File: src/rtl/custom_instruction_sequencer.sv
// Custom-instruction sequencer: issues a one-cycle start to one of four units and
// stalls the execute stage until that unit's done arrives (N+1 cycles for done at N).
// Backpressure: ciStall holds the pipeline in WAIT; HOLD absorbs external pipelineStall.
// Optional watchdog: define CI_WATCHDOG_EN to abort a unit hung in WAIT.
module custom_instruction_sequencer #(
  parameter int TIMEOUT_CYCLES = 255,
  parameter int TIMEOUT_WIDTH  = 8
) (
  input  logic         cpuClock,
  input  logic         cpuReset,
  input  logic         exeCustom,
  input  logic [1:0]   exeCiUnit,
  input  logic [7:0]   exeCiN,
  input  logic         pipelineStall,
  output logic         ciStall,
  output logic [3:0]   ciStart,
  output logic [7:0]   ciValueN,
  input  logic [3:0]   ciDone,
  input  logic [127:0] ciResultBus,
  output logic [31:0]  customInstructionResult,
  output logic         customInstructionDone,
  output logic         ciTimeout
);

  typedef enum logic [1:0] {IDLE, WAIT, HOLD} state_t;

  state_t      state;
  state_t      next_state;
  logic [1:0]  locked_unit;
  logic [1:0]  active_unit;
  logic        sel_done;
  logic [31:0] sel_result;
  logic        wd_expired;

  // In IDLE the unit comes straight from the instruction so zero-latency units can finish at once.
  assign active_unit = (state == IDLE) ? exeCiUnit : locked_unit;
  assign sel_done    = ciDone[active_unit];
  assign sel_result  = ciResultBus[{active_unit, 5'b00000} +: 32];

`ifdef CI_WATCHDOG_EN
  logic [TIMEOUT_WIDTH-1:0] wd_count;

  assign wd_expired = (state == WAIT) &&
                      (wd_count == TIMEOUT_WIDTH'(TIMEOUT_CYCLES - 1));

  // Watchdog counts WAIT cycles; held at zero outside WAIT so it is clear on entry.
  always_ff @(posedge cpuClock) begin
    if (cpuReset) begin
      wd_count <= '0;
    end else if (state != WAIT) begin
      wd_count <= '0;
    end else begin
      wd_count <= wd_count + 1'b1;
    end
  end
`else
  logic unused_cfg;

  assign wd_expired = 1'b0;
  assign unused_cfg = (TIMEOUT_CYCLES > 0) && (TIMEOUT_WIDTH > 0);
`endif

  // State register and the unit captured at issue time.
  always_ff @(posedge cpuClock) begin
    if (cpuReset) begin
      state       <= IDLE;
      locked_unit <= 2'd0;
    end else begin
      state <= next_state;
      if (state == IDLE && exeCustom) begin
        locked_unit <= exeCiUnit;
      end
    end
  end

  // Next-state and output decode; reset overrides everything so outputs read zero.
  always_comb begin
    next_state              = state;
    ciStall                 = 1'b0;
    ciStart                 = 4'b0000;
    ciValueN                = 8'h00;
    customInstructionResult = 32'h0;
    customInstructionDone   = 1'b0;
    ciTimeout               = 1'b0;

    case (state)
      IDLE: begin
        if (exeCustom) begin
          ciStart  = 4'b0001 << exeCiUnit;
          ciValueN = exeCiN;
          if (sel_done) begin
            customInstructionDone   = 1'b1;
            customInstructionResult = sel_result;
            next_state              = pipelineStall ? HOLD : IDLE;
          end else begin
            ciStall    = 1'b1;
            next_state = WAIT;
          end
        end
      end
      WAIT: begin
        // A real done beats a watchdog expiry in the same cycle.
        if (sel_done) begin
          customInstructionDone   = 1'b1;
          customInstructionResult = sel_result;
          next_state              = pipelineStall ? HOLD : IDLE;
        end else if (wd_expired) begin
          ciTimeout             = 1'b1;
          customInstructionDone = 1'b1;
          next_state            = pipelineStall ? HOLD : IDLE;
        end else begin
          ciStall = 1'b1;
        end
      end
      HOLD: begin
        // Result already latched by the execute stage; just wait out the external stall.
        if (!pipelineStall) begin
          next_state = IDLE;
        end
      end
      default: begin
        next_state = IDLE;
      end
    endcase

    if (cpuReset) begin
      next_state              = IDLE;
      ciStall                 = 1'b0;
      ciStart                 = 4'b0000;
      ciValueN                = 8'h00;
      customInstructionResult = 32'h0;
      customInstructionDone   = 1'b0;
      ciTimeout               = 1'b0;
    end
  end

endmodule
File: config.mk
export PLATFORM = sky130hd
export DESIGN_NAME = custom_instruction_sequencer
export DESIGN_NICKNAME = d
export VERILOG_FILES = /design/src/rtl/custom_instruction_sequencer.sv
export SDC_FILE = /design/constraint.sdc
export NUM_CORES = 1
export LEC_CHECK = 0
export ABC_CLOCK_PERIOD_IN_PS = 3200
export CAP_MARGIN = 10
export CORE_MARGIN = 4
export CORE_UTILIZATION = 28
export CTS_CLUSTER_DIAMETER = 60
export DETAILED_ROUTE_END_ITERATION = 12
export GPL_ROUTABILITY_DRIVEN = 0
export PLACE_DENSITY_LB_ADDON = 0.3
export SLEW_MARGIN = 20
export SYNTH_ARGS = -nofsm -noshare
export SYNTH_HDL_FRONTEND = slang
export SYNTH_SLANG_ARGS = --single-unit
File: constraint.sdc
create_clock -name cpuClock -period 3.2 [get_ports cpuClock]
set_input_delay 0.32 -clock cpuClock [delete_from_list [all_inputs] [get_ports cpuClock]]
set_output_delay 0.32 -clock cpuClock [all_outputs]
set_load 0.01 [all_outputs]
* Word level (Yosys, flattened, before mapping)
Index checks and enable logic that the tools add are counted.
** Word-level totals
- Bits in registers :: 4
- Input port bits :: 146
- Output and inout port bits :: 47
- Logic and storage cells :: 40
** Operators by class
- Magnitude comparators :: 1
- Eq/ne operators :: 5
- Shifts and indexed selects :: 2
- Mux-type cells :: 27
- Reductions and logical operators :: 3
** Operators with widths (count)
- $shiftx 128x8->32 :: 1
- $mux 32 :: 3
- $pmux 32 s2 :: 1
- $mux 8 :: 3
- $mux 2 :: 6
- $mux 4 :: 3
- $mux 1 :: 7
- $ne 2x2->1 const B :: 3
- $pmux 2 s3 :: 1
- $pmux 1 s2 :: 2
- $shl 1x2->4 const A :: 1
- $lt 2x3->1 const B :: 1
- $reduce_and 3->1 :: 1
- $bmux 1 s2 :: 1
- $eq 2x1->1 const B :: 1
- $eq 2x2->1 const B :: 1
- $logic_not 2->1 :: 1
- $logic_and 1x1->1 :: 1

* Longest topological paths before layout
Gate-level depths: netlist of run 1.
- Depth after elaboration :: 8
- Depth in mapped cells :: 7
- Gate-level depth less buffers :: 4

* Worst setup path before layout of run 1
OpenSTA, ideal clock, no wires.
- Path type :: register -> output
- From :: reg state[1]
- To :: out customInstructionResult[10]
- Data arrival time :: 1.724 ns
- Required time :: 2.880 ns
- Path slack :: 1.156 ns
- Cell stages (with the launch flop) :: 7
- Path buffers :: 2
- Cell sequence :: dfxtp_1 > buf_6 > o21a_1 > nor2_2 > buf_6 > mux4_2 > nor3b_2
** Between the ends
- Longest elaborated chain between the ends :: 8
- Elaborated cells on any way between the ends :: 10
- Classes of those cells :: 1 x eq/ne; 1 x shift; 7 x mux; 1 x reduce/logical
** RTL lines
- start, declared :: line 27 : state_t state;
- start signal, assigned :: line 69 : state <= next_state;
- branches (longest 6 deep; another with $shiftx 128x8->32)
- $pmux 32 s2 * :: line 86 : case (state)
- $mux 32 * :: line 126 : if (cpuReset) begin
- end, declared :: line 20 : output logic [31:0] customInstructionResult,
Mark *: on every way between the ends. The select of a mux whose other input is x is not followed.

* Final worst setup path of run 1
- From :: in exeCiUnit[0]
- To :: out customInstructionResult[23]
** Between the ends
- Longest elaborated chain between the ends :: 7
- Elaborated cells on any way between the ends :: 8
- Classes of those cells :: 1 x shift; 7 x mux
** RTL lines
- start, declared :: line 12 : input logic [1:0] exeCiUnit,
- $mux 2 * :: line 36 : assign active_unit = (state == IDLE) ? exeCiUnit : locked_unit;
- branches (longest 2 deep; another with $shiftx 128x8->32)
- $mux 32 * :: line 91, 103
- $mux 32 :: line 88 : if (exeCustom) begin
- $pmux 32 s2 * :: line 86
- $mux 32 * :: line 126
Marks and branches as above.

==> results.yml, run 1 <==
outcome:
  outcome: "completed"
grt:
  antenna_found_initial: 0
  grt_pass1_vias: 2088
  grt_pass1_wl_mm: 11.9
  grtUsageTotal: 0.213
  grt_max_degree: 36
  grt.overflow.total: 0
pwr:
  vdd_drop_max_mv: 0.233
  power.density_nw_per_um2: 238
  leakage_nw: 1.25
synthesis:
  avgSynthCellArea_um2: 12.6
  synth_seq_cells: 4
  synth-simple-area-share: 0.364
  synthMuxAreaShare: 0.463
  synth_top_area_cell: "mux4_2"
  synth_top_area_share: 0.450
  yosysSeqAreaShare: 0.0500
  yosysUniqueCellTypes: 30
  synthTopCellsByArea: "mux4_2 (45%), nor3b_2 (24%), buf_6 (5.6%)"
  synth-xor-area-share: 0
  synth_cells: 127
  synth-compound-area-share: 0.0391
  synth_top_family_by_area: "multiplexers"
  syn_area_um2: 1600
  syn-num-nets: 273
  ys_warn_count: 0
  synthAdderAreaFrac: 0
timing:
  slew_violations: 0
  maxSlewHeadroom: 0.633
  tns_ns: 0
  timing_hold_violations_final: 0
  rsz0062_at_grt: "false"
  tightest_slew_ns: 0.550
  finalSetupViolations: 0
  min_period_ns: 3.05
  timing.fmax_mhz: 328
  min_period_over_period: 0.952
  clock_skew_ns: 0.000121
setup_path:
  start_kind: "input pin"
  cp-end-kind: "output port"
  crit_fanout: 18
  critical_path_required_ns: 2.88
  worstSetupPathType: "input pin to output port"
  worst_ep_arrival_time_ns: 2.73
drt:
  drcViolationCount: 0
  vias: 1891
  routed_wl_mm: 7.78
  drtIter0Drc: 80
  drt_first_pass_iters: 4
  via_per_inst: 4.94
  ant_nets: 0
  wire_per_inst_um: 20.3
cells_and_area:
  finalNetCount: 459
  final_cell_mix: "clkdlybuf4s50_1 (191), mux4_2 (32), nor3b_2 (31), and2_1 (8)"
  antenna_cells: 0
  layout_commonest_cell: "clkdlybuf4s50_1"
  syn_to_final_growth_pct: 128
  layout-drive-gt1-share: 0.257
  n_fill_cell: 452
  final_area_um2: 3650
floorplanning:
  initial_core_util: 0.289
  die-area_um2: 6990
  io_pins: 193
  num_rows: 27
  coreArea_um2: 5540
  die_height_um: 83.6
  die_w_um: 83.6
clock_network:
  clock-root-buffer: "clkbuf_8"
  cts-htree-levels: 1
  cts_buffers: 3
  clk_latency_ns: 0.22
  clk_path_buf_depth: 2
  cts_resized: 0
  clk_pin_slew_ns: 0.03
  hold_buffers: 0
  cts.sinks: 4
  postCtsSetupBuffers: 0
  cts_tree: "yes"
placed_design:
  place_hpwl_mm: 6.52
  dpl_cell_area_um2: 3610
  io_buffers: 191
worst_hold_path:
  hold_class: "flip-flop to flip-flop"
flow_run:
  cap_violations: 0
[per-layer routing]
metal	track usage	wire (um)
met1	0.260	3090
met2	0.383	4020
met3	0.0474	523
met4	0.0409	149
met5	0	0
[critical path: stages]
cell	delay, ns
clkdlybuf4s50_1	0.57
nor3b_2	0.35
o21ai_0	0.15
a32o_2	0.35
buf_12	0.18
nor3b_2	0.21
clkdlybuf4s50_1	0.58
[logic make-up after synthesis]
logic type | after synthesis
other | 1
AOI/OAI and AO/OA | 8
muxes | 34
buffers and inverters | 17
DFF | 4
and+or+nand+nor | 63
[cell type report]
type                    instances  area (um2)  area share
flip-flops and latches          4        80.1      0.0220
multi-input cells             106        1400       0.383
clock buffers                   3        41.3      0.0113
repair buffers                198        2040       0.559
well taps                      72        90.1      0.0247
[registers in the layout (all words and copies together) (netlist names)]
name	cells
state	2
locked_unit	2
[Yosys cell counts, drive strengths merged]
master / instances
nand3: 1
or3: 1
nand2: 2
buf: 13
o21a: 1
clkbuf: 4
nor2: 7
a32o: 1
o21ai: 4
conb: 1
or3b: 4
nor3b: 33
o41ai: 1
mux2i: 2
and3: 1
nor4b: 1
dfxtp: 4
a32oi: 1
mux4: 32
nor4: 1
and2: 9
nor2b: 2
nand2b: 1
[power by group]
group | switching, mW | total (mW) | internal, mW | leakage, nW
Sequential | 0.00707 | 0.0618 | 0.0547 | 0.0329
Combinational | 0.241 | 0.697 | 0.456 | 1.19
Clock | 0.0290 | 0.109 | 0.0804 | 0.0216
[path summary, 6_finish.rpt]
path         depth (start not counted)                          end  slack (ns)                         from
max                                  7  customInstructionResult[23]        0.15                 exeCiUnit[0]
min                                  2  locked_unit[1]$_SDFFE_PP0P_        0.51  locked_unit[1]$_SDFFE_PP0P_
max reg2reg                          4        state[1]$_SDFFE_PP0P_        1.49        state[1]$_SDFFE_PP0P_
min reg2reg                          2  locked_unit[1]$_SDFFE_PP0P_        0.51  locked_unit[1]$_SDFFE_PP0P_
[stage by stage]
step	hold slack (ns)	setup WS [ns]	power, mW	std cells	utilization
2_1_floorplan	0.392	1.16	0.433	127	-
3_3_place_gp	0.478	0.199	0.751	380	0.651
3_5_place_dp	0.507	0.181	0.760	380	0.651
4_1_cts	0.519	0.174	0.874	383	0.658
5_1_grt	0.569	0.0525	0.914	383	0.658
6_report	0.513	0.154	0.868	383	0.658
Note: power is estimated with default switching activity, not from simulation.
==> run 2, diff against run 1 <==
CORE_UTILIZATION = 29   (was 28)
==> run 2 against run 1 <==
  * Largest power group unchanged
  * Power is 1.4% lower
  * Critical endpoint is now customInstructionResult[9]
  * Sequential power is 1% lower
  * Worst setup slack better by 0.033 ns
  * Routed wire length is 3.6% lower
  * Largest cell class unchanged
==> results.yml, run 2 (synthesized netlist as in run 1, its figures left out) <==
outcome:
  outcome: "completed"
cells_and_area:
  finalNetCount: 463
  layout-drive-gt1-share: 0.267
  top_regs: "locked_unit (2), state (2)"
  antenna_cells: 0
  layout_commonest_cell: "clkdlybuf4s50_1"
  final_cell_mix: "clkdlybuf4s50_1 (191), mux4_2 (32), nor3b_2 (31), and2_1 (8), buf_4 (7)"
  syn_to_final_growth_pct: 128
drt:
  wire_per_inst_um: 19.5
  via_per_inst: 5.14
  vias: 1977
  ant_nets: 0
  routed_wl_mm: 7.51
  drtIter0Drc: 86
  drcViolationCount: 0
  drt_first_pass_iters: 4
setup_path:
  crit_slowest_cell: "clkdlybuf4s50_1"
  r2r_slack_ns: 1.35
  worstSetupPathType: "input pin to output port"
  crit_fanout: 17
  rr_worst_depth: 5
  cp_num_buf_inv: 3
  r2r-end: "state[0]$_SDFFE_PP0P_"
  start_kind: "input pin"
  crit_top_cell: "clkdlybuf4s50_1"
  cp-end-kind: "output port"
  critPathTopFamily: "buffers and inverters"
  crit_chain: "clkdlybuf4s50_1, or3b_1, and2_0, a32o_2, buf_12, nor3b_2, clkdlybuf4s50_1"
  critical_path_required_ns: 2.88
  r2r_start: "state[1]$_SDFFE_PP0P_"
  worst_ep_arrival_time_ns: 2.69
  cpPeakStageDelay_ns: 0.59
grt:
  antenna_found_initial: 0
  grt_pass1_vias: 2121
  grt_pass1_wl_mm: 11.0
  grtUsageTotal: 0.220
  grt.overflow.total: 0
  grt_max_degree: 33
worst_hold_path:
  hold_class: "flip-flop to flip-flop"
  min_to: "locked_unit[1]$_SDFFE_PP0P_"
  min_path_cells: 2
  min-delay-start: "locked_unit[1]$_SDFFE_PP0P_"
clock_network:
  cts_resized: 0
  hold_buffers: 0
  cts_buffers: 3
  postCtsSetupBuffers: 0
  cts.sinks: 4
  cts_tree: "yes"
  clk_latency_ns: 0.22
  cts-htree-levels: 1
  clock-root-buffer: "clkbuf_8"
  clk_path_buf_depth: 2
  clk_pin_slew_ns: 0.03
flow_run:
  cap_violations: 0
timing:
  min_period_over_period: 0.942
  finalSetupViolations: 0
  clock_skew_ns: 0.00288
  slew_violations: 0
  timing.fmax_mhz: 332
  rsz0062_at_grt: "false"
  min_period_ns: 3.01
  tns_ns: 0
  timing_hold_violations_final: 0
floorplanning:
  die_w_um: 82.3
  die_height_um: 82.3
  coreArea_um2: 5240
  die-area_um2: 6770
  num_rows: 26
  io_pins: 193
  initial_core_util: 0.306
placed_design:
  place_hpwl_mm: 6.44
  io_buffers: 191
pwr:
  clock_power_share: 0.126
  comb_power_share: 0.803
  p_seq_frac: 0.071
  p_sw_uw: 268
  vdd_drop_max_mv: 0.172
  leakage_nw: 1.26
  p_sw_frac: 0.313
  total_power_uw: 856
  p_int_uw: 588
  power.density_nw_per_um2: 235
-- run 2: cell types whose count changed in the layout (fill, tap and decap cells not counted), sizes merged --
cell  delta
buf      +4
-- run 2: power groups by stage --
| stage | Clock [mW] | Combinational (mW) | Sequential [mW] |
|---|---|---|---|
| final | 0.108 | 0.687 | 0.0609 |
| after detailed placement | 0 | 0.693 | 0.0615 |
| after floorplan | 0 | 0.374 | 0.0585 |
| after global routing | 0.120 | 0.734 | 0.0619 |
| after global placement | 0 | 0.685 | 0.0618 |
| after CTS | 0.114 | 0.696 | 0.0610 |
-- run 2: worst register-to-register path: stages, from the launching register on --
cell and delay (ns):
dfxtp_1 0.38, or3b_2 0.48, a32oi_1 0.23, a32o_2 0.30, buf_12 0.21, nor2b_1 0.17
-- run 2: metal layers --
layer / wire length [um] / GRT usage / vias up
li1: - / - / 899
met5: 0 / 0 / -
met3: 992 / 0.0716 / 29
met4: 416 / 0.125 / 0
met1: 2470 / 0.227 / 916
met2: 3630 / 0.387 / 133
-- run 2: layout make-up --
class                           instances  area (um2)
Sequential cell                         4        80.1
Fill cell                             409        1590
Multi-Input combinational cell        106        1400
Timing Repair Buffer                  202        2040
Clock buffer                            3        41.3
Tap cell                               70        87.6
-- run 2: how the worst max path moves through the flow --
stage / endpoint / depth (start not counted) / start
5_1_grt: customInstructionResult[4] / 7 / exeCiUnit[1]
2_1_floorplan: customInstructionResult[10] / 6 / state[1]$_SDFFE_PP0P_
3_5_place_dp: customInstructionResult[14] / 7 / exeCiUnit[1]
3_3_place_gp: customInstructionResult[9] / 7 / exeCiUnit[1]
4_1_cts: customInstructionResult[14] / 7 / exeCiUnit[1]
6_report: customInstructionResult[9] / 7 / exeCiUnit[1]
-- run 2: through the flow --
stage	area (um2)	utilization	hold WS [ns]	setup WS [ns]	instances
after floorplan	1600	-	0.392	1.16	127
after global placement	3610	0.689	0.485	0.214	382
after detailed placement	3610	0.689	0.495	0.183	382
after CTS	3650	0.697	0.506	0.178	385
after global routing	3650	0.697	0.555	0.0587	385
final	3650	0.697	0.504	0.187	385
